<file path="config.mk">
export PLATFORM = sky130hd
export DESIGN_NAME = multicycle_ctrl_fsm
export DESIGN_NICKNAME = d
export VERILOG_FILES = /design/src/rtl/ctrl_pkg.sv /design/src/rtl/multicycle_ctrl_fsm.sv
export SDC_FILE = /design/constraint.sdc
export NUM_CORES = 1
export LEC_CHECK = 0
export ABC_AREA = 1
export BUFFER_PORTS_ARGS = -buffer_cell sky130_fd_sc_hd__buf_2
export CORE_AREA = 2 2 39 41
export CTS_CLUSTER_SIZE = 8
export DETAILED_ROUTE_END_ITERATION = 8
export DIE_AREA = 0 0 41 43
export PLACE_DENSITY = 0.61
export SETUP_SLACK_MARGIN = 0.15
export SYNTH_ARGS = -nofsm -noshare
export SYNTH_HDL_FRONTEND = slang
export SYNTH_SLANG_ARGS = --single-unit
</file>
<file path="constraint.sdc">
create_clock -name clk -period 1.35 [get_ports clk]
set_input_delay 0.2025 -clock clk [delete_from_list [all_inputs] [get_ports clk]]
set_output_delay 0.2025 -clock clk [all_outputs]
set_load 0.02 [all_outputs]
</file>
<file path="src/rtl/ctrl_pkg.sv">
// Shared encodings for the multicycle control path:
// state enum, datapath select codes and the control bundle.
package ctrl_pkg;

  typedef enum logic [3:0] {
    FETCH    = 4'd0,
    DECODE   = 4'd1,
    MEMADR   = 4'd2,
    MEMRD    = 4'd3,
    MEMWB    = 4'd4,
    MEMWR    = 4'd5,
    EXECUTER = 4'd6,
    EXECUTEI = 4'd7,
    ALUWB    = 4'd8,
    BRANCH   = 4'd9,
    BRANCHL  = 4'd10,
    ILLEGAL  = 4'd11
  } statetype_t;

  localparam logic       ADR_PC      = 1'b0;
  localparam logic       ADR_ALU     = 1'b1;

  localparam logic [1:0] SRCA_REG    = 2'b00;
  localparam logic [1:0] SRCA_PC     = 2'b01;
  localparam logic [1:0] SRCA_BR     = 2'b10;

  localparam logic [1:0] SRCB_REG    = 2'b00;
  localparam logic [1:0] SRCB_IMM    = 2'b01;
  localparam logic [1:0] SRCB_FOUR   = 2'b10;

  localparam logic [1:0] RES_ALUOUT  = 2'b00;
  localparam logic [1:0] RES_DATA    = 2'b01;
  localparam logic [1:0] RES_ALURES  = 2'b10;

  localparam logic [1:0] OP_DP       = 2'b00;
  localparam logic [1:0] OP_MEM      = 2'b01;
  localparam logic [1:0] OP_BR       = 2'b10;

  localparam logic [4:0] FN_NOP      = 5'b10010;
  localparam logic [4:0] FN_NONE     = 5'b00000;

  typedef struct packed {
    logic       irwrite;
    logic       nextpc;
    logic       adrsrc;
    logic [1:0] srca;
    logic [1:0] srcb;
    logic [1:0] ressrc;
    logic       regw;
    logic       memw;
    logic       branch;
    logic       brl;
    logic       aluop;
    logic       illegal;
  } ctrl_t;

  function automatic ctrl_t state_ctrl(statetype_t s);
    ctrl_t c;
    c = '0;
    unique case (s)
      FETCH: begin
        c.adrsrc  = ADR_PC;
        c.srca    = SRCA_PC;
        c.srcb    = SRCB_FOUR;
        c.ressrc  = RES_ALURES;
        c.irwrite = 1'b1;
        c.nextpc  = 1'b1;
      end
      DECODE: begin
        c.srca   = SRCA_PC;
        c.srcb   = SRCB_FOUR;
        c.ressrc = RES_ALURES;
      end
      MEMADR: begin
        c.srca = SRCA_REG;
        c.srcb = SRCB_IMM;
      end
      MEMRD: begin
        c.adrsrc = ADR_ALU;
        c.ressrc = RES_ALUOUT;
      end
      MEMWB: begin
        c.ressrc = RES_DATA;
        c.regw   = 1'b1;
      end
      MEMWR: begin
        c.adrsrc = ADR_ALU;
        c.ressrc = RES_ALUOUT;
        c.memw   = 1'b1;
      end
      EXECUTER: begin
        c.srca  = SRCA_REG;
        c.srcb  = SRCB_REG;
        c.aluop = 1'b1;
      end
      EXECUTEI: begin
        c.srca  = SRCA_REG;
        c.srcb  = SRCB_IMM;
        c.aluop = 1'b1;
      end
      ALUWB: begin
        c.ressrc = RES_ALUOUT;
        c.regw   = 1'b1;
      end
      BRANCH: begin
        c.srca   = SRCA_BR;
        c.srcb   = SRCB_IMM;
        c.ressrc = RES_ALURES;
        c.branch = 1'b1;
      end
      BRANCHL: begin
        c.srca   = SRCA_BR;
        c.srcb   = SRCB_IMM;
        c.ressrc = RES_ALURES;
        c.branch = 1'b1;
        c.brl    = 1'b1;
        c.regw   = 1'b1;
      end
      ILLEGAL: begin
        c.illegal = 1'b1;
      end
      default: c = '0;
    endcase
    return c;
  endfunction

endpackage

</file>
<file path="src/rtl/multicycle_ctrl_fsm.sv">
// Moore control FSM for the multicycle core:
// sequences fetch/decode/execute and drives datapath selects.
module multicycle_ctrl_fsm
  import ctrl_pkg::*;
(
  input  logic       clk,
  input  logic       reset,
  input  logic [1:0] Op,
  input  logic [5:0] Funct,
  output logic       IRWrite,
  output logic       NextPC,
  output logic       AdrSrc,
  output logic [1:0] ALUSrcA,
  output logic [1:0] ALUSrcB,
  output logic [1:0] ResultSrc,
  output logic       RegW,
  output logic       MemW,
  output logic       Branch,
  output logic       BrL,
  output logic       ALUOp,
  output logic       Illegal
);

  statetype_t state;
  statetype_t state_n;
  ctrl_t      ctl;

  always_ff @(posedge clk) begin
    if (reset) state <= FETCH;
    else       state <= state_n;
  end

  always_comb begin
    state_n = FETCH;
    unique case (state)
      FETCH:  state_n = DECODE;
      DECODE: begin
        unique case (Op)
          OP_MEM: state_n = MEMADR;
          OP_DP: begin
            // NOP wins over the immediate bit
            if (Funct[4:0] == FN_NOP)       state_n = FETCH;
            else if (Funct[5])              state_n = EXECUTEI;
            else if (Funct[4:0] == FN_NONE) state_n = FETCH;
            else                            state_n = EXECUTER;
          end
          OP_BR:   state_n = Funct[4] ? BRANCHL : BRANCH;
          default: state_n = ILLEGAL;
        endcase
      end
      MEMADR:   state_n = Funct[0] ? MEMRD : MEMWR;
      MEMRD:    state_n = MEMWB;
      MEMWB:    state_n = FETCH;
      MEMWR:    state_n = FETCH;
      EXECUTER: state_n = ALUWB;
      EXECUTEI: state_n = ALUWB;
      ALUWB:    state_n = FETCH;
      BRANCH:   state_n = FETCH;
      BRANCHL:  state_n = FETCH;
      ILLEGAL:  state_n = FETCH;
      default:  state_n = FETCH;
    endcase
  end

  // reset masks every enable and select
  always_comb begin
    ctl = '0;
    if (!reset) ctl = state_ctrl(state);
  end

  assign IRWrite   = ctl.irwrite;
  assign NextPC    = ctl.nextpc;
  assign AdrSrc    = ctl.adrsrc;
  assign ALUSrcA   = ctl.srca;
  assign ALUSrcB   = ctl.srcb;
  assign ResultSrc = ctl.ressrc;
  assign RegW      = ctl.regw;
  assign MemW      = ctl.memw;
  assign Branch    = ctl.branch;
  assign BrL       = ctl.brl;
  assign ALUOp     = ctl.aluop;
  assign Illegal   = ctl.illegal;

endmodule

</file>
Word-level counts from Yosys, hierarchy flattened. Cells that the tools add are included.

$lt $le $gt $ge: 0. Equal/unequal tests: 14. Shift operators: 0. Multipliers: 0. Divide/modulo/power cells: 0. Bitwise operators: 0. Reduce and logical (&&, ||, !) cells: 10. Add/sub/neg operators: 0. Muxes and demuxes: 18.

Operators by type and width (count): $pmux W4 S3 (2); $pmux W4 S5 (1); $eq A4 B3 Y1 const B (4); $eq A4 B4 Y1 const B (4); $mux W15 (1); $mux W3 (4); $reduce_or A2 Y1 (5); $eq A4 B2 Y1 const B (2); $mux W1 (7); $eq A5 B5 Y1 const B (1); $logic_not A5 Y1 (1); $eq A4 B1 Y1 const B (1); $logic_not A4 Y1 (1); $mux W2 (2); $pmux W2 S2 (1); $reduce_or A4 Y1 (1); $reduce_or A3 Y1 (1); $eq A2 B1 Y1 const B (1); $eq A2 B2 Y1 const B (1); $logic_not A2 Y1 (1).

Bits in latches: 0. ROM bits: 0. Memories kept: 0. Memory bits (writable): 0. Output and inout port bits: 15. Bits of input ports: 10. Register bits after elaboration: 4. Word-level logic and storage cells: 43.

Longest topological paths before layout. Gate-level depths: netlist of run 1.

Depth after elaboration: 6. Mapped depth: 7. Mapped depth without buffers: 7.

Worst setup path before layout of run 1. No wires, ideal clock.

Path kind: register to output. From: reg state[0]. To: out NextPC. Setup slack: -168 ps. Cell stages (with the launch flop): 5. Arrival time: 1316 ps. Cells stage by stage: dfxtp_1 inv_1 nand2_1 nor3_1 buf_4.

Cells in the longest elaborated chain, start to end: 3.

Ends and longest elaborated chain: start, declared (line multicycle_ctrl_fsm.sv:24) `statetype_t state;`; start signal, assigned (line multicycle_ctrl_fsm.sv:30) `else state <= state_n;`; $logic_not A4 Y1 (line ctrl_pkg.sv:60) `unique case (s)`; $mux W2 (line ctrl_pkg.sv:60); $mux W15 (line multicycle_ctrl_fsm.sv:68) `if (!reset) ctl = state_ctrl(state);`; end, declared (line multicycle_ctrl_fsm.sv:11) `output logic NextPC,`.

No other way between the ends.

Worst setup path in the final report of run 1.
From: reg state[2]. To: out AdrSrc.

Cells in the longest elaborated chain, start to end: 4. Elaborated cells between the ends (all ways): 5.

Ends and longest elaborated chain: $eq A4 B3 Y1 or $eq A4 B2 Y1 (tied branches) (line ctrl_pkg.sv:60); $reduce_or A2 Y1 (no source line) *; $mux W1 * (line ctrl_pkg.sv:60); $mux W15 * (line multicycle_ctrl_fsm.sv:68); end, declared (line multicycle_ctrl_fsm.sv:12) `output logic AdrSrc,`.

Mark *: on every way between the ends. The rest lies on a longest branch, timed or not.

==> impl_metrics.toml, run 1 <==
[timing]
worstMarginPinSlew_ps = 261.0
slew_headroom_pct = 82.58
finClkSkew_ps = 0.9088
max_freq_mhz = 692.5
rsz0062_at_grt = "yes"
finalHoldViolations = 0
setup_ws_ps = -94.06
period_needed_ps = 1444
finalCritPeriodShare_pct = 107.0
setup_viol = 11
maxSlewViolCount = 0

[grt]
overflow = 0
grt_busiest_layer = "met2"
met3_usage_pct = 3.141
grt_usage_pct = 18.36
antenna_found_initial = 0
grt_pass1_vias = 552
grt_max_degree = 10
grt_util_met2_pct = 32.81
use_met1_pct = 19.23
grt_pass1_wl_mm = 2.221

[final_layout]
antenna_cells = 0
drive_gt1_share_pct = 68.57
nNetsFinal = 117
largest_reg_flops = 4
top_register = "state"
areaGrowthSynthToFinish_pct = 110.2
design_area_um2 = 873.3
multiInputGateArea_um2 = 402.9
reg_top3 = "state (4)"
seq_area_um2 = 95.09
filler_cell_count = 124

[synthesis]
yosysTopAreaCell = "dfxtp_1"
ys_seq_area_share_pct = 19.28
netlist_area_um2 = 415.4
async_flop_share_pct = 0
synthCells = 72
yosysTopAreaCellShare_pct = 19.28
yosysMostFrequentCell = "nand2_1"
ys_ff_latch = 4
synthFlopType = "dfxtp_1"
synth_edf_count = 0
yosys_warnings = 0
syn_avg_cell_area_um2 = 5.769
ys_top_cells_by_count = "nand2_1 (14), inv_1 (12), nor2_1 (12), nand3_1 (6)"
synth_nets = 82
synth.distinct_cells = 20
synthTopCellsByArea = "dfxtp_1 (19%), nand2_1 (13%), inv_1 (11%)"

[power_and_ir_drop]
ir_worst_vdd_uv = 441.6
pwr_density_cell_mw_per_mm2 = 799.2
power_mw = 0.6979
p_leak_nw = 0.4073

[worst_setup_path]
path_class = "flip-flop to output pin"
worstPathArrival_ps = 1240
r2r_cells = 7
cp_max_fo = 4
critPathRequiredTime_ps = 1150
rrSetupSlack_ps = 180
cp_cell_sequence = "nor2_4 -> nand2_4 -> o22ai_1 -> buf_4"
timing.rr.end = "state[3]"
slowest_stage = "dfxtp_4"
cpPeakStageDelay_ps = 360
critical_path.endpoint_type = "output pin"
start_kind = "flip-flop"
r2r_start = "state[2]"

[min_path]
whs_endpoint = "state[3]"
min_path_cells = 2
hold_path.class = "input port to flip-flop"
min_from = "Op[1]"

[placement]
io_buffers = 24
placed_cell_area_um2 = 629.4
dp_hpwl_mm = 1.022
routabilityCongestion = 0.7496

[cts]
htreeDepth = 1
cts_buffers = 3
clockBufferDepth = 2
insertion_delay_ps = 230
cts_tree = "built"
root_buffer = "clkbuf_4"
clk_pin_slew_ps = 40
clock_sinks = 4

[flow_run]
cap_violations = 0

[floorplan]
initial_core_util_pct = 30.02
fp.coreArea_mm2 = 0.001384
row_count = 14
pin_count = 25
die_x_um = 41
dieArea_mm2 = 0.001763
die_h_um = 43

[detailed_routing]
drtPass1Iterations = 2
routedWlPerCell_um = 12.05
vias_per_cell = 4.860
drcViolationCount = 0
route.antenna.remaining_nets = 0
vias = 588
drt-initial-drc-count = 6
drt-total-wl_mm = 1.458

[status]
status = "finished, violations left"
failed_checks = "setup timing"
-- layer usage --
| layer | share of wire [%] | up-vias |
|---|---|---|
| met2 | 57 | 24 |
| met3 | 4.8 | 4 |
| met1 | 36 | 260 |
| met5 | 0 | - |
| met4 | 2.5 | 0 |
| li1 | - | 300 |
-- placed cells by master, fill, tap and decap left out --
cell	netlist	final
a21oi_1	2	2
a21oi_2	1	1
a31o_2	2	2
a31oi_4	0	1
and2_1	1	1
buf_2	0	9
buf_4	4	13
buf_6	0	12
clkbuf_4	0	3
dfxtp_4	0	4
inv_1	12	8
inv_2	2	5
inv_4	0	1
nand2_1	14	10
nand2_2	1	2
nand2_4	0	3
nand3_1	6	4
nand3_2	0	1
nand3_4	0	1
nand4_1	1	1
nor2_1	12	4
nor2_2	0	1
nor2_4	2	9
nor3_2	0	1
nor3_4	0	1
nor4_4	0	1
o211ai_1	1	1
o21ai_0	1	1
o22ai_1	2	1
o22ai_2	0	1
-- through the flow --
step	instances	utilization (%)	hold slack [ps]	worst slack, ps	TNS (ps)
after floorplan	72	-	360.4	63.06	0
final	121	63.11	253.7	-94.06	-602.0
after global placement	112	45.48	491.2	81.69	0
after CTS	118	56.60	246.9	-77.42	-384.8
after detailed placement	112	45.48	490.9	67.59	0
after global routing	121	63.11	244.4	-143.2	-1317
-- worst max-delay path: cells and delay by family (launching register included) --
family	cells	cell delay [ps]
DFF	1	360
and+or+nand+nor	2	280
AOI/OAI and AO/OA	1	190
buffers and inverters	1	180
-- kinds of logic (layout without fill, tap and decap cells) --
logic type / after synthesis / count (layout) / share of synthesized area [%]
DFF: 4 / 4 / 19.28
and+or+nand+nor: 40 / 40 / 44.58
AOI/OAI and AO/OA: 10 / 10 / 16.27
buffers and inverters: 18 / 51 / 19.88
-- power breakdown --
part / total (mW) / switching, mW / internal (mW)
clock: 0.148 / 0.0483 / 0.0994
combinational: 0.394 / 0.222 / 0.172
sequential: 0.156 / 0.0224 / 0.133
-- how the worst max path moves through the flow --
stage	start	end	slack [ps]	cells past startpoint
floorplan	state[0]	ALUSrcA[1]	60	5
global placement	state[1]	ALUSrcB[0]	80	5
detailed placement	state[3]	ALUSrcB[0]	70	5
CTS	state[0]	ALUSrcB[0]	-80	5
global route	state[2]	RegW	-140	6
finish	state[2]	AdrSrc	-90	4
-- what timing repair did --
item | in CTS | in global routing
cloned | 0 | 0
endpoints found under the setup margin | 15 | 17
resized for setup | 37 | 19
setup buffers | 3 | 3
hold buffers | 0 | 0
pin swaps | 2 | 6
-- cell type report --
type                       instances  share of cell area [%]
tap                               16                   2.292
clock buffer                       3                   2.579
multi-input combinational         50                   46.13
inverter                          14                   6.304
timing repair buffer              34                   31.81
sequential                         4                   10.89
No activity file was read; power rests on OpenSTA's default activity.
==> run 2: changes to the inputs <==
Settings changed: TNS_END_PERCENT set to 10.
Clock period 1.35 ns to 1.73 ns, I/O delays scaled along.
==> run 2 against run 1 <==
  * The run now ends clean
  * First-iteration DRC count shrank 50%
  * Clock power fell by 24%
  * Sequential cell count is the same
  * Setup slack better by 330 ps
  * Critical path type unchanged
  * Largest cell class unchanged
  * Highest routed layer is now met3
==> impl_metrics.toml, run 2 (synthesis gave the netlist of run 1 again) <==
[detailed_routing]
drt-total-wl_mm = 1.048
drt-initial-drc-count = 3
vias = 508
drcViolationCount = 0
vias_per_cell = 4.577
routedWlPerCell_um = 9.441
route.antenna.remaining_nets = 0
drtPass1Iterations = 4

[timing]
maxSlewViolCount = 0
finClkSkew_ps = 2.800
worstMarginPinSlew_ps = 229.9
slew_headroom_pct = 84.56
max_freq_mhz = 667.3
setup_viol = 0
period_needed_ps = 1499
rsz0062_at_grt = "yes"
tns_ps = 0
finalCritPeriodShare_pct = 86.62
finalHoldViolations = 0

[floorplan]
die_h_um = 43
fp.coreArea_mm2 = 0.001384
row_count = 14
pin_count = 25
die_x_um = 41
dieArea_mm2 = 0.001763
initial_core_util_pct = 30.02

[cts]
insertion_delay_ps = 230
clockBufferDepth = 2
cts_buffers = 3
htreeDepth = 1
root_buffer = "clkbuf_4"
cts_setup_buffers = 0
cts_hold_buf = 0
clk_pin_slew_ps = 40
cts_tree = "built"
clock_sinks = 4

[final_layout]
areaGrowthSynthToFinish_pct = 39.46
nNetsFinal = 107
top_register = "state"
antenna_cells = 0
largest_reg_flops = 4
drive_gt1_share_pct = 47.37
final_common_cell = "buf_2"
fin_util_pct = 41.86
reg_top3 = "state (4)"
final_cell_mix = "buf_2 (21), nand2_1 (12), inv_1 (12)"

[worst_setup_path]
start_kind = "flip-flop"
r2r_cells = 6
critical_path.endpoint_type = "output pin"
timing.rr.end = "state[1]"
startpoint = "state[0]"
cp_max_fo = 7
crit_path_end = "ALUSrcB[0]"
critPathRequiredTime_ps = 1470
worstPathArrival_ps = 1240
path_class = "flip-flop to output pin"
r2r_start = "state[1]"
rrSetupSlack_ps = 660

[power_and_ir_drop]
ir_worst_vdd_uv = 254.3
power_mw = 0.4100
p_leak_nw = 0.3198
pwr_density_cell_mw_per_mm2 = 707.8

[grt]
grt_usage_pct = 14.26
antenna_found_initial = 0
overflow = 0
grt_pass1_wl_mm = 1.738
grt_pass1_vias = 434
grt_max_degree = 11

[flow_run]
cap_violations = 0

[placement]
routabilityCongestion = 0.7289
io_buffers = 24
dp_hpwl_um = 886.5

[min_path]
hold_path.class = "input port to flip-flop"

[status]
status = "complete, no violations"
## run 2: changes by cell type in the layout (fill, tap and decap cells not counted), sizes merged
cell  previous run  this run
buf             34        24
## run 2: power breakdown
part	internal (mW)	switching [mW]
Clock	0.0774	0.0352
Sequential	0.105	0.0170
Combinational	0.0624	0.113
## run 2: worst min-delay path by stage
stage | to | startpoint | cells after the start
CTS | state[0] | reset | 2
global route | state[1] | reset | 2
global placement | state[1] | reset | 2
detailed placement | state[3] | Op[1] | 2
finish | state[3] | Op[1] | 2
floorplan | state[3] | Op[1] | 1
## run 2: area by class of cell
class                      instances  area [µm²]
inverter                          14       52.55
clock buffer                       3       22.52
multi-input combinational         50       271.5
tap                               16       20.02
timing repair buffer              24       127.6
sequential                         4       85.08
fill                             169       804.5
## run 2: routing by layer
layer,vias up,track usage (%),part of all wire [%]
met1,210,18.01,45
met4,0,8.000,0
met2,18,21.25,48
li1,280,-,-
met5,-,0,0
met3,0,3.141,6.9
## run 2: timing repair
action                                 CTS  global route
resized for setup                        3            10
setup endpoints to repair                5            11
endpoints found under the hold margin    0             0
## run 2: per-stage QoR
stage,worst slack (ps),instance area [µm²],cells,hold slack (ps)
6_report,231.4,579.3,111,314.5
4_1_cts,131.4,553.0,111,313.2
3_5_place_dp,310.0,525.5,108,549.8
5_1_grt,134.8,579.3,111,319.0
3_3_place_gp,322.7,525.5,108,549.2
2_1_floorplan,154.9,415.4,72,417.4
## run 2: critical path, stage by stage, from the launching register on
cell and delay, ps:
dfxtp_2 390, inv_1 100, nand2_2 90, nand3_1 110, a31oi_1 150, buf_4 160
